$ cat config.mk
export PLATFORM = sky130hd
export DESIGN_NAME = pla_exhaustive_sweeper
export DESIGN_NICKNAME = d
export VERILOG_FILES = /design/src/rtl/pla_sweep_pkg.sv /design/src/rtl/pla_exhaustive_sweeper_sisr_reg.sv /design/src/rtl/pla_exhaustive_sweeper.sv
export SDC_FILE = /design/constraint.sdc
export NUM_CORES = 1
export LEC_CHECK = 0
export ABC_AREA = 1
export CORE_MARGIN = 4
export CORE_UTILIZATION = 44
export DETAILED_ROUTE_END_ITERATION = 16
export PLACE_DENSITY = 0.76
export SLEW_MARGIN = 20
export SYNTH_ARGS = -nofsm -noshare
export SYNTH_HDL_FRONTEND = slang
export SYNTH_SLANG_ARGS = --single-unit
$ cat constraint.sdc
create_clock -name clk -period 2.9 [get_ports clk]
set_input_delay 0.58 -clock clk [delete_from_list [all_inputs] [get_ports clk]]
set_output_delay 0.58 -clock clk [all_outputs]
set_load 0.01 [all_outputs]
$ cat src/rtl/pla_sweep_pkg.sv
// Shared types and constants for the PLA exhaustive sweeper.
// The sweeper's optional truth-table store is built only when PLA_TRUTH_STORE_EN is defined.
package pla_sweep_pkg;

  typedef enum logic [1:0] {
    IDLE = 2'd0,
    RUN  = 2'd1,
    DONE = 2'd2
  } sweep_state_e;

  localparam logic [15:0] DEF_POLY = 16'h1021;
  localparam logic [15:0] DEF_SEED = 16'hFFFF;

  function automatic int sweep_len(input int n_in);
    return 1 << n_in;
  endfunction

endpackage

$ cat src/rtl/pla_exhaustive_sweeper_sisr_reg.sv
// Serial-input signature register with Galois feedback.
// The seed is reloaded whenever load is asserted; load takes priority over en.
module sisr_reg
  import pla_sweep_pkg::*;
#(
  parameter int               SIG_W = 16,
  parameter logic [SIG_W-1:0] POLY  = DEF_POLY,
  parameter logic [SIG_W-1:0] SEED  = DEF_SEED
) (
  input  logic             clk,
  input  logic             rst_n,
  input  logic             load,
  input  logic             en,
  input  logic             din,
  output logic [SIG_W-1:0] sig
);

  logic fb;

  assign fb = sig[SIG_W-1] ^ din;

  always_ff @(posedge clk or negedge rst_n) begin
    if (!rst_n) begin
      sig <= SEED;
    end else if (load) begin
      sig <= SEED;
    end else if (en) begin
      sig <= {sig[SIG_W-2:0], 1'b0} ^ (fb ? POLY : '0);
    end
  end

endmodule

$ cat src/rtl/pla_exhaustive_sweeper.sv
// Drives every minterm onto a PLA cone, compacts its output into a signature and counts on-set minterms.
// Optional macro PLA_TRUTH_STORE_EN adds a readable copy of the captured truth table.
//
// state | meaning
// IDLE  | waiting for start_i; partial results of an aborted sweep are held
// RUN   | one minterm driven and sampled per clock
// DONE  | full sweep captured; signature compared against golden_i
module pla_exhaustive_sweeper
  import pla_sweep_pkg::*;
#(
  parameter int               N_IN  = 9,
  parameter int               SIG_W = 16,
  parameter logic [SIG_W-1:0] POLY  = DEF_POLY,
  parameter logic [SIG_W-1:0] SEED  = DEF_SEED
) (
  input  logic             clk,
  input  logic             rst_n,
  input  logic             start_i,
  input  logic             abort_i,
  output logic [N_IN-1:0]  vec_o,
  input  logic             y_i,
  input  logic [SIG_W-1:0] golden_i,
  output logic             busy_o,
  output logic             done_o,
  output logic             pass_o,
  output logic [SIG_W-1:0] signature_o,
  output logic [N_IN:0]    ones_o,
  input  logic [N_IN-1:0]  tt_addr_i,
  output logic             tt_bit_o
);

  localparam int              SWEEP_LEN = sweep_len(N_IN);
  localparam logic [N_IN-1:0] CNT_LAST  = N_IN'(SWEEP_LEN - 1);

  sweep_state_e    state, state_nxt;
  logic [N_IN-1:0] cnt;
  logic [N_IN:0]   ones;
  logic            sweep_load;
  logic            run_step;
  logic            cnt_clr;

  always_ff @(posedge clk or negedge rst_n) begin
    if (!rst_n) begin
      state <= IDLE;
    end else begin
      state <= state_nxt;
    end
  end

  // Abort outranks the final-vector transition, so it is tested first in RUN.
  always_comb begin
    state_nxt  = state;
    sweep_load = 1'b0;
    run_step   = 1'b0;
    cnt_clr    = 1'b0;
    case (state)
      IDLE, DONE: begin
        if (start_i) begin
          state_nxt  = RUN;
          sweep_load = 1'b1;
          cnt_clr    = 1'b1;
        end
      end
      RUN: begin
        if (abort_i) begin
          state_nxt = IDLE;
          cnt_clr   = 1'b1;
        end else begin
          run_step = 1'b1;
          if (cnt == CNT_LAST) begin
            state_nxt = DONE;
          end
        end
      end
      default: begin
        state_nxt = IDLE;
        cnt_clr   = 1'b1;
      end
    endcase
  end

  always_ff @(posedge clk or negedge rst_n) begin
    if (!rst_n) begin
      cnt <= '0;
    end else if (cnt_clr) begin
      cnt <= '0;
    end else if (run_step) begin
      cnt <= cnt + 1'b1;
    end
  end

  always_ff @(posedge clk or negedge rst_n) begin
    if (!rst_n) begin
      ones <= '0;
    end else if (sweep_load) begin
      ones <= '0;
    end else if (run_step) begin
      ones <= ones + {{N_IN{1'b0}}, y_i};
    end
  end

  sisr_reg #(
    .SIG_W (SIG_W),
    .POLY  (POLY),
    .SEED  (SEED)
  ) u_sisr (
    .clk   (clk),
    .rst_n (rst_n),
    .load  (sweep_load),
    .en    (run_step),
    .din   (y_i),
    .sig   (signature_o)
  );

  assign vec_o  = cnt;
  assign ones_o = ones;
  assign busy_o = (state == RUN);
  assign done_o = (state == DONE);
  assign pass_o = done_o & (signature_o == golden_i);

`ifdef PLA_TRUTH_STORE_EN
  // Storage is deliberately not reset; only the read register is.
  logic tt_mem [0:SWEEP_LEN-1];

  always_ff @(posedge clk) begin
    if (run_step) begin
      tt_mem[cnt] <= y_i;
    end
  end

  always_ff @(posedge clk or negedge rst_n) begin
    if (!rst_n) begin
      tt_bit_o <= 1'b0;
    end else begin
      tt_bit_o <= tt_mem[tt_addr_i];
    end
  end
`else
  logic unused_tt_addr;

  assign unused_tt_addr = ^tt_addr_i;
  assign tt_bit_o       = 1'b0;
`endif

endmodule
==> impl_metrics.csv, run 1 <==
group,metric,value,unit
layout,fin_area,2810,µm²
floorplanning,start_util,0.466,
timing,worst-slew-pin-transition,0.807,ns
setup_path,cpMostUsedCell,"nand2_1",
routing,drtPass1Iterations,4,
clock_network,cts.sinks,37,
yosys,synth-seq-cells,37,
yosys,synthesis.nets,306,
floorplanning,core,4440,µm²
timing,setup_viol,0,
routing,routed_wl,4840,µm
global_routing,gr-usage-met3,0.0437,
setup_path,cp.required,2.32,ns
yosys,synth_cells,272,
global_routing,grt_pass1_vias,1883,
clock_network,clk_latency,0.29,ns
timing,finalCriticalPeriod,2.69,ns
routing,num_vias,1876,
global_routing,grt_pass1_wl,8490,µm
floorplanning,fp.dieW,76.6,µm
routing,wire_per_inst,12.5,µm
floorplanning,rows,24,
timing,rsz0062_at_grt,"false",
layout,nNetsFinal,367,
global_routing,grt_busiest_layer,"met2",
setup_path,r2r_start,"state[0]$_DFFE_PN0P_",
routing,viasPerCell,4.86,
timing,finalSetupTns,0,ns
timing,fin_ws,0.208,ns
global_routing,overflow,0,
timing,slew_violations,0,
yosys,syn_area_per_cell,7.62,µm²
global_routing,grtUsageTotal,0.177,
place,postPlaceCellArea,2690,µm²
yosys,ys_seq_area_frac,0.456,
yosys,yosysTopAreaCell,"dfrtp_1",
timing,max_freq,371,MHz
setup_path,crit_type,"in -> out",
timing,worst_clock_skew,0.00873,ns
floorplanning,design.die.area,5870,µm²
setup_path,worst-r2r-cell-count,5,
place,pre_cts_ws,0.201,ns
clock_network,cts_hold_buf,0,
place,hpwl,3650,µm
routing,dr.first_iter.drc_count,67,
clock_network,cts_tree,"done",
floorplanning,io_pins,69,
global_routing,grt_max_degree,38,
worst_hold_path,min_path_type,"in -> async",
layout,fill_cells,406,
layout,antenna_cells,0,
layout,syn_to_final_growth,35.3,%
yosys,synth.distinct_cells,29,
yosys,synthTopCellsByCount,"nand2_1 (67), inv_1 (48), nor2_1 (27), dfrtp_1 (21), dfstp_2 (16)",
timing,slew_headroom,0.462,
setup_path,critPathLaunchType,"input port",
yosys,synth_ff_type,"dfrtp_1",
power,p_leak,1.40,nW
timing,period_share,0.928,
yosys,synthArstFlopShare,1.00,
routing,drtAntennaViolNets,0,
yosys,yosys.area.top_type_share,0.253,
yosys,yosysWarnings,0,
setup_path,crit_path_top_delay_cell,"clkdlybuf4s50_1",
routing,drc_errors,0,
clock_network,cts-resized-gates,0,
timing,finalHoldViolCount,0,
yosys,synth_area_leaders,"dfrtp_1 (25%), dfstp_2 (20%), nand2_1 (12%), inv_1 (8.7%), nor2_1 (4.9%)",
power,p_per_area,504,nW/µm²
setup_path,worst_r2r_endpoint,"u_sisr.sig[5]$_DFFE_PN1P_",
setup_path,cp_cell_sequence,"clkdlybuf4s50_1 > inv_1 > nand2_1 > nand2_1 > inv_1 > nand2_1 > nor2_1 > nand3_1 > nor2_1 > clkdlybuf4s50_1",
yosys,syn_area,2070,µm²
clock_network,cts_max_path_buffers,2,
clock_network,numCtsBuffers,5,
clock_network,htreeDepth,2,
setup_path,crit_path_end_kind,"output pin",
clock_network,clkTransAtPathRegs,0.08,ns
layout,layout-drive-gt1-share,0.114,
clock_network,root_buffer,"clkbuf_8",
setup_path,worstPathArrival,2.11,ns
global_routing,met2_usage,0.299,
status,status,"complete, no violations",
place,gp_congestion,0.849,
setup_path,r2r_slack,1.36,ns
global_routing,met1_usage,0.214,
global_routing,antenna_found_initial,0,
layout,final-instance-count-excl-fill,386,
power,max-vdd-ir-drop,0.315,mV
clock_network,post_cts_buffers,0,
setup_path,max_stage_delay,0.54,ns
place,dpl.cell_count,378,
yosys,synth_edf_count,0,
floorplanning,die_h,76.6,µm
yosys,yosysMostFrequentCell,"nand2_1",
place,portBuffers,58,
job,drv_cap,0,
power,power,0.00142,W
setup_path,path_max_fanout,2,
==> per-layer routing <==
layer / vias up / routed length (µm)
met5: - / 0
met4: 0 / 80
met3: 8 / 229
met2: 48 / 2300
met1: 844 / 2230
li1: 976 / -
==> placed cells by master, fill, tap and decap left out, drive strengths merged, types with 4 or more instances in the layout <==
| master | n |
|---|---|
| dfstp | 16 |
| inv | 57 |
| xor2 | 4 |
| ha | 4 |
| nor3 | 7 |
| nand3 | 13 |
| o21ai | 14 |
| dfrtp | 21 |
| a22oi | 13 |
| clkdlybuf4s50 | 57 |
| nor2 | 28 |
| nand2 | 68 |
| a21oi | 10 |
| clkbuf | 7 |
==> state kept, by name (all words and copies together), names as in the netlist <==
name / cells
vec_o: 9
u_sisr.sig: 16
state: 2
ones_o: 10
==> power by group <==
part	internal, W	switching [W]	total, W
logic	0.000157	0.000178	0.000335
clock network	0.000280	0.000179	0.000460
registers	0.000579	0.0000412	0.000620
==> kinds of logic after synthesis <==
group           synth area share
simple gates               0.250
buf+inv                    0.119
compound gates             0.128
flops                      0.456
xor+xnor                  0.0211
fa+ha+maj                 0.0241
other cells              0.00181
==> final cells by class <==
| cell class | instances | area (µm²) | area share |
|---|---|---|---|
| multi-input combinational | 173 | 881 | 0.314 |
| clock inverter | 1 | 30.0 | 0.0107 |
| clock buffer | 7 | 86.3 | 0.0308 |
| tap | 52 | 65.1 | 0.0232 |
| sequential | 37 | 946 | 0.337 |
| timing repair buffer | 59 | 583 | 0.208 |
| inverter | 57 | 214 | 0.0763 |
==> worst max-delay path: cells and delay by family <==
kind | cells | cell delay, ns
buf+inv | 4 | 1.10
simple gates | 6 | 0.43
==> through the flow <==
| stage | util | hold WS (ns) |
|---|---|---|
| finish | 0.631 | 0.376 |
| global route | 0.631 | 0.430 |
| CTS | 0.631 | 0.403 |
| detailed placement | 0.605 | 0.510 |
| global placement | 0.605 | 0.510 |
| floorplan | - | 0.284 |
==> how the worst max path moves through the flow <==
stage,end,start
floorplan,pass_o,u_sisr.sig[8]$_DFFE_PN1P_
global placement,pass_o,golden_i[6]
detailed placement,pass_o,golden_i[9]
CTS,pass_o,golden_i[9]
global route,pass_o,golden_i[8]
finish,pass_o,golden_i[9]
(Power assumes the default switching activity.)
==> run 2: changes to the inputs <==
- ABC_CLOCK_PERIOD_IN_PS: not set -> 2900
- CORE_UTILIZATION: 44 -> 42
- PLACE_DENSITY: 0.76 -> 0.73
==> impl_metrics.csv, run 2 (same netlist as run 1, synthesis figures left out) <==
group,metric,value,unit
layout,top_register,"u_sisr.sig",
clock_network,clk_latency,0.28,ns
routing,drc_errors,0,
routing,viasPerCell,4.74,
layout,fin_area,2790,µm²
status,status,"complete, no violations",
clock_network,cts_tree,"done",
timing,slew_headroom,0.459,
timing,setup_viol,0,
global_routing,antenna_found_initial,0,
power,p_leak,1.39,nW
clock_network,post_cts_buffers,0,
place,dpl.cell_count,393,
layout,nNetsFinal,367,
layout,final_common_cell,"nand2_1",
timing,slew_violations,0,
floorplanning,rows,25,
setup_path,critPathLaunchType,"input port",
power,p_per_area,464,nW/µm²
power,max-vdd-ir-drop,0.294,mV
global_routing,grt_pass1_wl,8300,µm
clock_network,numCtsBuffers,5,
layout,final-instance-count-excl-fill,401,
floorplanning,fp.dieW,78.3,µm
setup_path,max_stage_delay,0.54,ns
routing,dr.first_iter.drc_count,84,
timing,max_freq,369,MHz
clock_network,htreeDepth,2,
worst_hold_path,min_path_type,"in -> async",
clock_network,cts-resized-gates,0,
global_routing,grt_max_degree,38,
setup_path,cpMostUsedCell,"nand2_1",
global_routing,grt_pass1_vias,1852,
floorplanning,start_util,0.436,
timing,worst_clock_skew,0.00729,ns
place,hpwl,3690,µm
layout,syn_to_final_growth,34.5,%
timing,hold_ws,0.386,ns
place,pre_cts_ws,0.194,ns
setup_path,crit_type,"in -> out",
timing,finalSetupTns,0,ns
setup_path,cp_top_family,"buffers and inverters",
layout,layout-drive-gt1-share,0.111,
setup_path,worst_r2r_endpoint,"ones_o[0]$_DFFE_PN0P_",
place,portBuffers,58,
routing,drtAntennaViolNets,0,
setup_path,path_buf_inv,4,
timing,finalHoldViolCount,0,
global_routing,grtUsageTotal,0.169,
job,drv_cap,0,
routing,wire_per_inst,12.1,µm
setup_path,worst-r2r-cell-count,5,
layout,largest_reg_flops,16,
timing,finalCriticalPeriod,2.71,ns
place,postPlaceCellArea,2710,µm²
floorplanning,io_pins,69,
setup_path,path_max_fanout,2,
routing,drtPass1Iterations,4,
setup_path,r2r_start,"state[0]$_DFFE_PN0P_",
global_routing,overflow,0,
setup_path,r2r_slack,1.35,ns
setup_path,cp.required,2.32,ns
floorplanning,core,4750,µm²
floorplanning,die_h,78.3,µm
clock_network,cts_max_path_buffers,2,
setup_path,worstPathArrival,2.13,ns
place,gp_congestion,0.821,
clock_network,cts_hold_buf,0,
floorplanning,design.die.area,6120,µm²
clock_network,root_buffer,"clkbuf_8",
clock_network,cts.sinks,37,
timing,fin_ws,0.190,ns
routing,num_vias,1899,
timing,period_share,0.934,
timing,rsz0062_at_grt,"false",
setup_path,cp_cell_sequence,"clkdlybuf4s50_1 > inv_1 > nand2_1 > nand2_1 > inv_1 > nand2_1 > nor2_1 > nand3_1 > nor2_1 > clkdlybuf4s50_1",
setup_path,crit_path_top_delay_cell,"clkdlybuf4s50_1",
layout,antenna_cells,0,
layout,layout_common_cells,"nand2_1 (67), clkdlybuf4s50_1 (57), inv_1 (48)",
layout,fill_cells,466,
clock_network,clkTransAtPathRegs,0.07,ns
routing,routed_wl,4840,µm
setup_path,crit_path_end_kind,"output pin",
timing,worst-slew-pin-transition,0.812,ns
==> run 2: changes by cell type in the layout (fill, tap and decap cells not counted) <==
cell / before / now
bufinv_16: 1 / 0
clkbuf_8: 6 / 5
clkbuf_1: 1 / 2
clkinv_2: 0 / 1
==> run 2: metal layers <==
metal  global-route usage  up-vias  routed length [µm]
met3               0.0424        6                 275
met4               0.0490        0                  60
met5                    0        -                   0
met1                0.208      866                2160
li1                     -      975                   -
met2                0.291       52                2340
==> run 2: power breakdown <==
part / internal [W] / total (W) / leakage, nW / switching (W)
Combinational: 0.000157 / 0.000334 / 0.888 / 0.000177
Sequential: 0.000580 / 0.000622 / 0.458 / 0.0000422
Clock: 0.000169 / 0.000340 / 0.0422 / 0.000171
==> run 2: worst register-to-register path, delay by kind of cell (launching register included) <==
| kind | cells | cell delay (ns) |
|---|---|---|
| AOI/OAI and AO/OA | 1 | 0.21 |
| buffers and inverters | 2 | 0.29 |
| DFF | 1 | 0.43 |
| and+or+nand+nor | 2 | 0.52 |
==> run 2: worst max path at each step <==
stage	start	endpoint	slack [ns]	cells after the start
finish	golden_i[9]	pass_o	0.19	10
CTS	golden_i[9]	pass_o	0.19	10
detailed placement	golden_i[9]	pass_o	0.19	10
floorplan	u_sisr.sig[8]$_DFFE_PN1P_	pass_o	1.23	8
global route	golden_i[14]	pass_o	0.08	10
global placement	golden_i[9]	pass_o	0.21	10
==> run 2: layout make-up <==
| cell class | instances | area [µm²] | area share |
|---|---|---|---|
| multi-input combinational | 173 | 881 | 0.316 |
| inverter | 57 | 214 | 0.0767 |
| clock inverter | 1 | 5.00 | 0.00179 |
| tap | 67 | 83.8 | 0.0301 |
| clock buffer | 7 | 76.3 | 0.0274 |
| sequential | 37 | 946 | 0.339 |
| timing repair buffer | 59 | 583 | 0.209 |
==> run 2: stage by stage <==
step / utilization / total power [W]
3_5_place_dp: 0.569 / 0.000968
4_1_cts: 0.587 / 0.00131
6_report: 0.587 / 0.00130
2_1_floorplan: - / 0.000803
5_1_grt: 0.587 / 0.00138
3_3_place_gp: 0.569 / 0.000961
